`src/rtl/imem_dmem_arbiter.sv`:
```
// Shares one RAM port between fetch reads and data reads/writes; data has priority until fetch has
// waited STARVE_MAX data grants. Define ARB_STATS_EN to add grant/stall counters.
module imem_dmem_arbiter #(
  parameter int WORD_W     = 32,
  parameter int ADDR_W     = 32,
  parameter int STARVE_MAX = 4
) (
  input  logic              CLK,
  input  logic              RST,
  input  logic              iREN,
  input  logic [ADDR_W-1:0] iaddr,
  input  logic              iflush,
  output logic              ihit,
  output logic [WORD_W-1:0] iload,
  input  logic              dREN,
  input  logic              dWEN,
  input  logic [ADDR_W-1:0] daddr,
  input  logic [WORD_W-1:0] dstore,
  output logic              dhit,
  output logic [WORD_W-1:0] dload,
  output logic              ram_REN,
  output logic              ram_WEN,
  output logic [ADDR_W-1:0] ram_addr,
  output logic [WORD_W-1:0] ram_store,
  input  logic [WORD_W-1:0] ram_load,
  input  logic              ram_ready
`ifdef ARB_STATS_EN
  ,
  output logic [31:0]       igrant_cnt,
  output logic [31:0]       dgrant_cnt,
  output logic [31:0]       istall_cnt
`endif
);

  typedef enum logic [1:0] {IDLE, IFETCH, DACCESS} state_t;

  localparam logic [3:0] SMAX = 4'(STARVE_MAX);

  state_t            r_state;
  logic [3:0]        r_starve;
  logic              r_flushed;
  logic              r_ren;
  logic              r_wen;
  logic [ADDR_W-1:0] r_addr;
  logic [WORD_W-1:0] r_store;
  logic [WORD_W-1:0] r_iload;
  logic [WORD_W-1:0] r_dload;

  logic w_ireq;
  logic w_dreq;
  logic w_force;
  logic w_grant_d;
  logic w_grant_i;

  assign w_ireq    = iREN & ~iflush;
  assign w_dreq    = dREN | dWEN;
  assign w_force   = w_ireq & (r_starve == SMAX);
  assign w_grant_d = (r_state == IDLE) & w_dreq & ~w_force;
  assign w_grant_i = (r_state == IDLE) & ~w_grant_d & w_ireq;

  // A squash arriving in the completing cycle also kills the hit.
  assign ihit = (r_state == IFETCH) & ram_ready & ~r_flushed & ~iflush;
  assign dhit = (r_state == DACCESS) & ram_ready;

  assign iload     = ihit ? ram_load : r_iload;
  assign dload     = dhit ? ram_load : r_dload;
  assign ram_REN   = r_ren;
  assign ram_WEN   = r_wen;
  assign ram_addr  = r_addr;
  assign ram_store = r_store;

  always_ff @(posedge CLK or posedge RST) begin
    if (RST) begin
      r_state   <= IDLE;
      r_flushed <= 1'b0;
      r_ren     <= 1'b0;
      r_wen     <= 1'b0;
      r_addr    <= '0;
      r_store   <= '0;
    end else begin
      case (r_state)
        IDLE: begin
          if (w_grant_d) begin
            r_state <= DACCESS;
            r_addr  <= daddr;
            r_store <= dstore;
            r_ren   <= ~dWEN;
            r_wen   <= dWEN;
          end else if (w_grant_i) begin
            r_state <= IFETCH;
            r_addr  <= iaddr;
            r_ren   <= 1'b1;
          end
        end
        IFETCH: begin
          // The RAM cannot abort, so a squashed fetch still runs to ram_ready.
          if (ram_ready) begin
            r_state   <= IDLE;
            r_ren     <= 1'b0;
            r_flushed <= 1'b0;
          end else if (iflush) begin
            r_flushed <= 1'b1;
          end
        end
        DACCESS: begin
          if (ram_ready) begin
            r_state <= IDLE;
            r_ren   <= 1'b0;
            r_wen   <= 1'b0;
          end
        end
        default: r_state <= IDLE;
      endcase
    end
  end

  always_ff @(posedge CLK or posedge RST) begin
    if (RST) begin
      r_starve <= '0;
    end else if (!iREN) begin
      r_starve <= '0;
    end else if (w_grant_d && w_ireq) begin
      if (r_starve != SMAX) r_starve <= r_starve + 4'd1;
    end else if (w_grant_i) begin
      r_starve <= '0;
    end
  end

  always_ff @(posedge CLK or posedge RST) begin
    if (RST) begin
      r_iload <= '0;
      r_dload <= '0;
    end else begin
      if (ihit) r_iload <= ram_load;
      if (dhit) r_dload <= ram_load;
    end
  end

`ifdef ARB_STATS_EN
  always_ff @(posedge CLK or posedge RST) begin
    if (RST) begin
      igrant_cnt <= '0;
      dgrant_cnt <= '0;
      istall_cnt <= '0;
    end else begin
      if (w_grant_i)     igrant_cnt <= igrant_cnt + 32'd1;
      if (w_grant_d)     dgrant_cnt <= dgrant_cnt + 32'd1;
      if (iREN && !ihit) istall_cnt <= istall_cnt + 32'd1;
    end
  end
`endif

endmodule

```
`config.mk`:
```
export PLATFORM = sky130hd
export DESIGN_NAME = imem_dmem_arbiter
export DESIGN_NICKNAME = d
export VERILOG_FILES = /design/src/rtl/imem_dmem_arbiter.sv
export SDC_FILE = /design/constraint.sdc
export NUM_CORES = 1
export LEC_CHECK = 0
export ABC_AREA = 1
export CORE_MARGIN = 1.5
export CORE_UTILIZATION = 40
export CTS_BUF_LIST = sky130_fd_sc_hd__clkbuf_8 sky130_fd_sc_hd__clkbuf_16
export DETAILED_ROUTE_END_ITERATION = 6
export PLACE_DENSITY = 0.78
export SYNTH_ARGS = -nofsm -noshare
export SYNTH_HDL_FRONTEND = slang
export SYNTH_SLANG_ARGS = --single-unit
```
`constraint.sdc`:
```
create_clock -name CLK -period 7 [get_ports CLK]
set_input_delay 1.4 -clock CLK [delete_from_list [all_inputs] [get_ports CLK]]
set_output_delay 1.4 -clock CLK [all_outputs]
set_load 0.05 [all_outputs]
```
==> flow_results.xml, run 1 <==
<?xml version="1.0" encoding="UTF-8"?>
<metrics>
  <group name="clock_network">
    <metric name="cts-buffers-inserted" unit="">17</metric>
    <metric name="clk_pin_slew_worst_paths" unit="ps">50</metric>
    <metric name="cts_tree" unit="">done</metric>
    <metric name="ctsHoldBuffers" unit="">0</metric>
    <metric name="cts_max_path_buffers" unit="">2</metric>
    <metric name="ctsRootBufferMaster" unit="">sky130_fd_sc_hd__clkbuf_16</metric>
    <metric name="clock-sinks" unit="">137</metric>
    <metric name="post_cts_resize_count" unit="">0</metric>
    <metric name="clk-insertion-delay-late" unit="ps">420</metric>
    <metric name="postCtsSetupBuffers" unit="">0</metric>
    <metric name="cts_max_level" unit="">4</metric>
  </group>
  <group name="timing">
    <metric name="finClkSkew" unit="ps">4.67</metric>
    <metric name="max_slew_margin" unit="%">34.3</metric>
    <metric name="max_slew_violations" unit="">0</metric>
    <metric name="grt_setup_unrepaired" unit="">false</metric>
    <metric name="max_slew.worst_pin.slew" unit="ps">983</metric>
    <metric name="finalWorstSetupSlack" unit="ps">1660</metric>
    <metric name="fin_setup_tns" unit="ps">0</metric>
    <metric name="period_share" unit="%">76.3</metric>
    <metric name="fmaxAchievable" unit="MHz">187</metric>
    <metric name="hold_violations" unit="">0</metric>
    <metric name="min_period" unit="ps">5340</metric>
    <metric name="final-setup-viol-count" unit="">0</metric>
  </group>
  <group name="job">
    <metric name="cap_viol_max_count" unit="">0</metric>
  </group>
  <group name="routing">
    <metric name="drc" unit="">0</metric>
    <metric name="via_count" unit="">5313</metric>
    <metric name="viasPerCell" unit="">4.66</metric>
    <metric name="dr.pass1.iters" unit="">4</metric>
    <metric name="final_ant_viol_nets" unit="">0</metric>
    <metric name="post_drt_wl_per_cell" unit="µm">14.3</metric>
    <metric name="drtIter0Drc" unit="">257</metric>
    <metric name="drt-total-wl" unit="mm">16.3</metric>
  </group>
  <group name="die">
    <metric name="vert_die_dim" unit="µm">124</metric>
    <metric name="fp-row-count" unit="">43</metric>
    <metric name="floorplan_die_area" unit="µm²">15300</metric>
    <metric name="placeableCoreArea" unit="µm²">14000</metric>
    <metric name="die_x" unit="µm">124</metric>
    <metric name="io-pin-count" unit="">267</metric>
    <metric name="initial_cell_density_of_the_core" unit="%">41.4</metric>
  </group>
  <group name="run_status">
    <metric name="status" unit="">complete, no violations</metric>
  </group>
  <group name="place">
    <metric name="detailed_place_hpwl" unit="mm">11.5</metric>
    <metric name="dpl-instance-area" unit="µm²">8520</metric>
    <metric name="numPlacedInstances" unit="">1107</metric>
    <metric name="placement.setup.worst_slack" unit="ps">1630</metric>
    <metric name="io_buffers" unit="">266</metric>
    <metric name="routabilityCongestion" unit="">0.758</metric>
  </group>
  <group name="setup_path">
    <metric name="cp_slowest_cell" unit="">sky130_fd_sc_hd__clkdlybuf4s50_1</metric>
    <metric name="crit_family" unit="">buffers and inverters</metric>
    <metric name="start_kind" unit="">primary input</metric>
    <metric name="critPathMaxStageDelay" unit="ps">910</metric>
    <metric name="cp_data_arrival_time" unit="ps">3940</metric>
    <metric name="timing.critical_path.buf_inv" unit="">2</metric>
    <metric name="critical_path.most_common_cell" unit="">sky130_fd_sc_hd__clkdlybuf4s50_1</metric>
    <metric name="worstPathRequired" unit="ps">5600</metric>
    <metric name="crit_fanout" unit="">65</metric>
    <metric name="setup.worst_path.end_class" unit="">output port</metric>
    <metric name="worstPathCellList" unit="">clkdlybuf4s50_1, nand2_2, o21ai_0, clkdlybuf4s50_1</metric>
    <metric name="worstSetupPathType" unit="">in -&gt; out</metric>
  </group>
  <group name="grt">
    <metric name="grt_pass1_wl" unit="mm">25.2</metric>
    <metric name="first_global_vias" unit="">5085</metric>
    <metric name="grt_antenna_before_repair" unit="">0</metric>
    <metric name="globalRouteTotalUtil" unit="%">21.7</metric>
    <metric name="grt_max_degree" unit="">78</metric>
    <metric name="final_global_route_overflow_total" unit="">0</metric>
  </group>
  <group name="finish">
    <metric name="layout_commonest_cell" unit="">sky130_fd_sc_hd__nand2_1</metric>
    <metric name="stdcell_area" unit="µm²">9140</metric>
    <metric name="area_delta_synth_final" unit="%">57.3</metric>
    <metric name="share_of_cells_above_drive_strength_1" unit="%">4.70</metric>
    <metric name="finalNetCount" unit="">1086</metric>
    <metric name="instances_no_fill" unit="">1139</metric>
    <metric name="fillCellCount" unit="">1184</metric>
    <metric name="layout.cells.most_common_list" unit="">sky130_fd_sc_hd__nand2_1, sky130_fd_sc_hd__clkdlybuf4s50_1, sky130_fd_sc_hd__dfrtp_1</metric>
    <metric name="seqCellArea" unit="µm²">3430</metric>
    <metric name="multiInputGateArea" unit="µm²">1990</metric>
  </group>
  <group name="logic_synthesis">
    <metric name="post_synth_inst_count" unit="">694</metric>
    <metric name="synth.net_count" unit="">834</metric>
    <metric name="syn-mean-instance-area" unit="µm²">8.37</metric>
    <metric name="mappedNetlistArea" unit="µm²">5810</metric>
    <metric name="netlist-cell-type-count" unit="">23</metric>
    <metric name="postSynthRegisterBits" unit="">137</metric>
    <metric name="synth-seq-area-share" unit="%">59.0</metric>
    <metric name="yosys_warnings" unit="">0</metric>
  </group>
  <group name="pwr">
    <metric name="power_leakage" unit="µW">0.00452</metric>
    <metric name="powerDensity" unit="nW/µm²">588</metric>
    <metric name="peak_ir_drop_on_the_vdd_network" unit="mV">0.380</metric>
    <metric name="finalPower" unit="µW">5370</metric>
  </group>
  <group name="worst_hold_path">
    <metric name="min_path_type" unit="">reg -&gt; reg</metric>
  </group>
</metrics>
==> path summary, 6_finish.rpt <==
kind / startpoint / endpoint / slack (ps) / cells after the start
setup / recovery: ram_ready / dload[15] / 1660 / 4
hold / removal: ram_WEN / ram_WEN / 470 / 2
setup reg to reg: r_state[1] / ram_addr[21] / 3920 / 9
hold reg to reg: ram_WEN / ram_WEN / 470 / 2
max in group asynchronous: RST / r_dload[7] / 4230 / 3
min in group asynchronous: RST / ram_store[10] / 1430 / 2
==> final cells by class <==
type                    instances  share of cell area (%)
repair buffers                268                    29.3
clock buffers                  20                    5.11
flip-flops and latches        137                    37.5
clock inverters                11                    1.59
diodes                          1                  0.0274
multi-input cells             468                    21.7
well taps                     180                    2.46
inverters                      54                    2.27
==> through the flow <==
stage | hold WS, ps | utilization [%]
after CTS | 476 | 65.1
after global routing | 498 | 65.1
after detailed placement | 462 | 60.7
after floorplan | 466 | -
final | 474 | 65.1
after global placement | 455 | 60.7
==> state kept, by name, summed over array words and instances, names as in the netlist <==
register   cells
r_flushed      1
ram_REN        1
r_starve       4
ram_addr      32
ram_WEN        1
r_dload       32
ram_store     32
r_state        2
r_iload       32
==> tightest hold or removal path, delay by kind of cell (launching register included) <==
| kind | cells | cell delay [ps] |
|---|---|---|
| flip-flops | 1 | 340 |
| AND/OR/NAND/NOR | 2 | 90 |
==> cells in the mapped netlist <==
library cell               instances  area, µm²
sky130_fd_sc_hd__inv_2             5       18.8
sky130_fd_sc_hd__nand2_1         343       1290
sky130_fd_sc_hd__clkbuf_1         14       52.6
sky130_fd_sc_hd__nand3_2           1       10.0
sky130_fd_sc_hd__nor2_1            3       11.3
sky130_fd_sc_hd__a21oi_1           1       5.00
sky130_fd_sc_hd__dfrtp_1         137       3430
sky130_fd_sc_hd__inv_1            49        184
sky130_fd_sc_hd__ha_1              5       62.6
sky130_fd_sc_hd__o22ai_1           2       12.5
sky130_fd_sc_hd__nand2_2           2       12.5
sky130_fd_sc_hd__nand3_1          35        175
sky130_fd_sc_hd__a21oi_4           1       16.3
sky130_fd_sc_hd__buf_2            13       65.1
sky130_fd_sc_hd__xnor2_1           1       8.76
sky130_fd_sc_hd__buf_6             6       67.6
sky130_fd_sc_hd__nand4_1           1       6.26
sky130_fd_sc_hd__xor2_1            1       8.76
sky130_fd_sc_hd__buf_4             1       7.51
sky130_fd_sc_hd__nor3_1            1       5.00
sky130_fd_sc_hd__buf_1             1       3.75
sky130_fd_sc_hd__nor2_4            1       11.3
sky130_fd_sc_hd__o21ai_0          70        350
==> where the power goes <==
group	switching [µW]	internal, µW	total [µW]
registers	150	1170	1320
logic	2190	945	3130
clock network	331	586	917
==> per-layer routing <==
metal,track usage (%),up-vias,wire length [µm],share of wire (%)
met2,34.5,214,7400,45
met3,9.36,25,1940,12
met5,0,-,0,0
met4,8.26,0,280,1.7
met1,26.1,2420,6710,41
li1,-,2654,-,-
==> cell families (layout without fill, tap and decap cells) <==
kind of cell / after synthesis / after routing / share of synthesized area [%]
and+or+nand+nor: 387 / 387 / 26.1
DFF: 137 / 137 / 59.0
buffers and inverters: 89 / 353 / 6.87
AOI/OAI and AO/OA: 74 / 74 / 6.61
adders and majority gates: 5 / 5 / 1.08
xor gates and xnor gates: 2 / 2 / 0.302
other: 0 / 1 / 0
No activity file was read; power rests on OpenSTA's default activity.
==> run 2, diff against run 1 <==
==> constraint.sdc (replaced) <==
create_clock -name CLK -period 5.5 [get_ports CLK]
set_input_delay 1.1 -clock CLK [delete_from_list [all_inputs] [get_ports CLK]]
set_output_delay 1.1 -clock CLK [all_outputs]
set_load 0.05 [all_outputs]
==> run 2 against run 1 <==
Net effect:
- clock power is 48% higher
- critical endpoint is now iload[17]
- sequential share of layout area is 0.50 points lower
- wire length is 3.4% higher
- first-iteration DRC count is 16% higher
- final cell count is 0.18% higher
- register-to-register slack worse by 1500 ps
- core utilization is 0.88 points higher
- critical path depth is 2 higher
- sequential power is 27% higher
- via count is 0.66% higher
- global-route usage is 0.59 points higher
==> flow_results.xml, run 2 (synthesis results as in run 1) <==
<?xml version="1.0" encoding="UTF-8"?>
<metrics>
  <group name="clock_network">
    <metric name="cts_max_level" unit="">4</metric>
    <metric name="clk-insertion-delay-late" unit="ps">410</metric>
    <metric name="cts_tree" unit="">done</metric>
    <metric name="post_cts_resize_count" unit="">0</metric>
    <metric name="clk_pin_slew_worst_paths" unit="ps">60</metric>
    <metric name="cts-buffers-inserted" unit="">17</metric>
    <metric name="clock-sinks" unit="">137</metric>
    <metric name="ctsHoldBuffers" unit="">0</metric>
    <metric name="ctsRootBufferMaster" unit="">sky130_fd_sc_hd__clkbuf_16</metric>
    <metric name="cts_max_path_buffers" unit="">2</metric>
    <metric name="postCtsSetupBuffers" unit="">0</metric>
  </group>
  <group name="setup_path">
    <metric name="regToRegStartpoint" unit="">r_starve[0]</metric>
    <metric name="worstPathRequired" unit="ps">4400</metric>
    <metric name="worstSetupPathType" unit="">in -&gt; out</metric>
    <metric name="critPathMaxStageDelay" unit="ps">880</metric>
    <metric name="crit_fanout" unit="">64</metric>
    <metric name="timing.critical_path.buf_inv" unit="">3</metric>
    <metric name="crit_path_start" unit="">ram_ready</metric>
    <metric name="critical_path.most_common_cell" unit="">sky130_fd_sc_hd__clkdlybuf4s50_1</metric>
    <metric name="cp_data_arrival_time" unit="ps">3650</metric>
    <metric name="start_kind" unit="">primary input</metric>
    <metric name="cp_slowest_cell" unit="">sky130_fd_sc_hd__clkdlybuf4s50_1</metric>
    <metric name="setup.worst_path.end_class" unit="">output port</metric>
    <metric name="worstPathCellList" unit="">clkdlybuf4s50_1, nand2_1, nor3_1, inv_2, o21ai_0, clkdlybuf4s50_1</metric>
    <metric name="crit_family" unit="">buffers and inverters</metric>
  </group>
  <group name="pwr">
    <metric name="powerDensity" unit="nW/µm²">761</metric>
    <metric name="power_leakage" unit="µW">0.00459</metric>
    <metric name="peak_ir_drop_on_the_vdd_network" unit="mV">0.457</metric>
    <metric name="finalPower" unit="µW">7050</metric>
  </group>
  <group name="timing">
    <metric name="final-setup-viol-count" unit="">0</metric>
    <metric name="min_period" unit="ps">4750</metric>
    <metric name="period_share" unit="%">86.4</metric>
    <metric name="max_slew_margin" unit="%">37.2</metric>
    <metric name="grt_setup_unrepaired" unit="">false</metric>
    <metric name="max_slew.worst_pin.slew" unit="ps">941</metric>
    <metric name="fmaxAchievable" unit="MHz">211</metric>
    <metric name="hold_violations" unit="">0</metric>
    <metric name="finalWorstSetupSlack" unit="ps">750</metric>
    <metric name="max_slew_violations" unit="">0</metric>
    <metric name="fin_setup_tns" unit="ps">0</metric>
    <metric name="finClkSkew" unit="ps">7.66</metric>
  </group>
  <group name="finish">
    <metric name="layout.cells.most_common_list" unit="">sky130_fd_sc_hd__nand2_1, sky130_fd_sc_hd__clkdlybuf4s50_1, sky130_fd_sc_hd__dfrtp_1</metric>
    <metric name="instances_no_fill" unit="">1141</metric>
    <metric name="layout_commonest_cell" unit="">sky130_fd_sc_hd__nand2_1</metric>
    <metric name="area_delta_synth_final" unit="%">59.4</metric>
    <metric name="share_of_cells_above_drive_strength_1" unit="%">4.89</metric>
    <metric name="antenna_cells_inserted" unit="">0</metric>
    <metric name="finalNetCount" unit="">1088</metric>
    <metric name="fillCellCount" unit="">1180</metric>
    <metric name="stdcell_area" unit="µm²">9260</metric>
  </group>
  <group name="grt">
    <metric name="grt_pass1_wl" unit="mm">26.1</metric>
    <metric name="final_global_route_overflow_total" unit="">0</metric>
    <metric name="grt_antenna_before_repair" unit="">0</metric>
    <metric name="first_global_vias" unit="">5215</metric>
    <metric name="globalRouteTotalUtil" unit="%">22.3</metric>
    <metric name="grt_max_degree" unit="">106</metric>
  </group>
  <group name="worst_hold_path">
    <metric name="launch_instance_of_the_worst_min_delay_path" unit="">ram_store[1]</metric>
    <metric name="min_path_type" unit="">reg -&gt; reg</metric>
  </group>
  <group name="routing">
    <metric name="dr.pass1.iters" unit="">5</metric>
    <metric name="via_count" unit="">5348</metric>
    <metric name="drtIter0Drc" unit="">297</metric>
    <metric name="drc" unit="">0</metric>
    <metric name="drt-total-wl" unit="mm">16.9</metric>
    <metric name="final_ant_viol_nets" unit="">0</metric>
    <metric name="post_drt_wl_per_cell" unit="µm">14.8</metric>
    <metric name="viasPerCell" unit="">4.69</metric>
  </group>
  <group name="job">
    <metric name="cap_viol_max_count" unit="">0</metric>
  </group>
  <group name="die">
    <metric name="fp-row-count" unit="">43</metric>
    <metric name="die_x" unit="µm">124</metric>
    <metric name="io-pin-count" unit="">267</metric>
    <metric name="vert_die_dim" unit="µm">124</metric>
    <metric name="floorplan_die_area" unit="µm²">15300</metric>
    <metric name="placeableCoreArea" unit="µm²">14000</metric>
    <metric name="initial_cell_density_of_the_core" unit="%">41.4</metric>
  </group>
  <group name="place">
    <metric name="dpl-instance-area" unit="µm²">8550</metric>
    <metric name="io_buffers" unit="">266</metric>
    <metric name="detailed_place_hpwl" unit="mm">11.6</metric>
    <metric name="numPlacedInstances" unit="">1109</metric>
    <metric name="routabilityCongestion" unit="">0.764</metric>
    <metric name="placement.setup.worst_slack" unit="ps">762</metric>
  </group>
  <group name="run_status">
    <metric name="status" unit="">complete, no violations</metric>
  </group>
</metrics>
[run 2: cell type report]
| class | count | area (µm²) | share of cell area, % |
|---|---|---|---|
| tap | 180 | 225 | 2.43 |
| clock inverter | 12 | 244 | 2.63 |
| inverter | 54 | 208 | 2.24 |
| clock buffer | 20 | 467 | 5.04 |
| multi-input combinational | 468 | 1990 | 21.4 |
| timing repair buffer | 270 | 2710 | 29.2 |
| sequential | 137 | 3430 | 37.0 |
[run 2: final timing paths]
check	endpoint	slack, ps	depth (start not counted)
setup / recovery	iload[17]	750	6
setup reg to reg	ram_store[9]	2450	10
hold / removal	ram_store[1]	480	2
hold reg to reg	ram_store[1]	480	2
min in group asynchronous	r_dload[11]	1280	2
max in group asynchronous	r_dload[26]	3180	3
[run 2: stage by stage]
stage                     utilization [%]  hold WS, ps
final                                66.0          476
after global routing                 66.0          500
after CTS                            66.0          481
after global placement               60.9          461
after floorplan                         -          466
after detailed placement             60.9          465
[run 2: worst reg2reg max path, cell delays in order, from the launching register on]
cell and delay [ps]:
sky130_fd_sc_hd__dfrtp_1 400, sky130_fd_sc_hd__inv_1 100, sky130_fd_sc_hd__ha_1 150, sky130_fd_sc_hd__nand2_1 50, sky130_fd_sc_hd__inv_1 60, sky130_fd_sc_hd__nand3_2 570, sky130_fd_sc_hd__nand2_2 260, sky130_fd_sc_hd__buf_4 560
sky130_fd_sc_hd__inv_2 510, sky130_fd_sc_hd__nand2_1 190, sky130_fd_sc_hd__nand2_1 70
[run 2: metal layers]
metal | track usage [%] | vias up | part of all wire (%)
met3 | 9.46 | 26 | 12
li1 | - | 2657 | -
met5 | 0 | - | 0
met2 | 34.7 | 227 | 45
met1 | 27.5 | 2438 | 41
met4 | 8.76 | 0 | 2.3
[run 2: power breakdown]
| part | internal [µW] | total (µW) | switching, µW | leakage [µW] |
|---|---|---|---|---|
| logic | 1210 | 4010 | 2800 | 0.00253 |
| clock network | 932 | 1360 | 428 | 0.000348 |
| registers | 1490 | 1680 | 193 | 0.00171 |
| total | 3630 | 7050 | 3420 | 0.00459 |
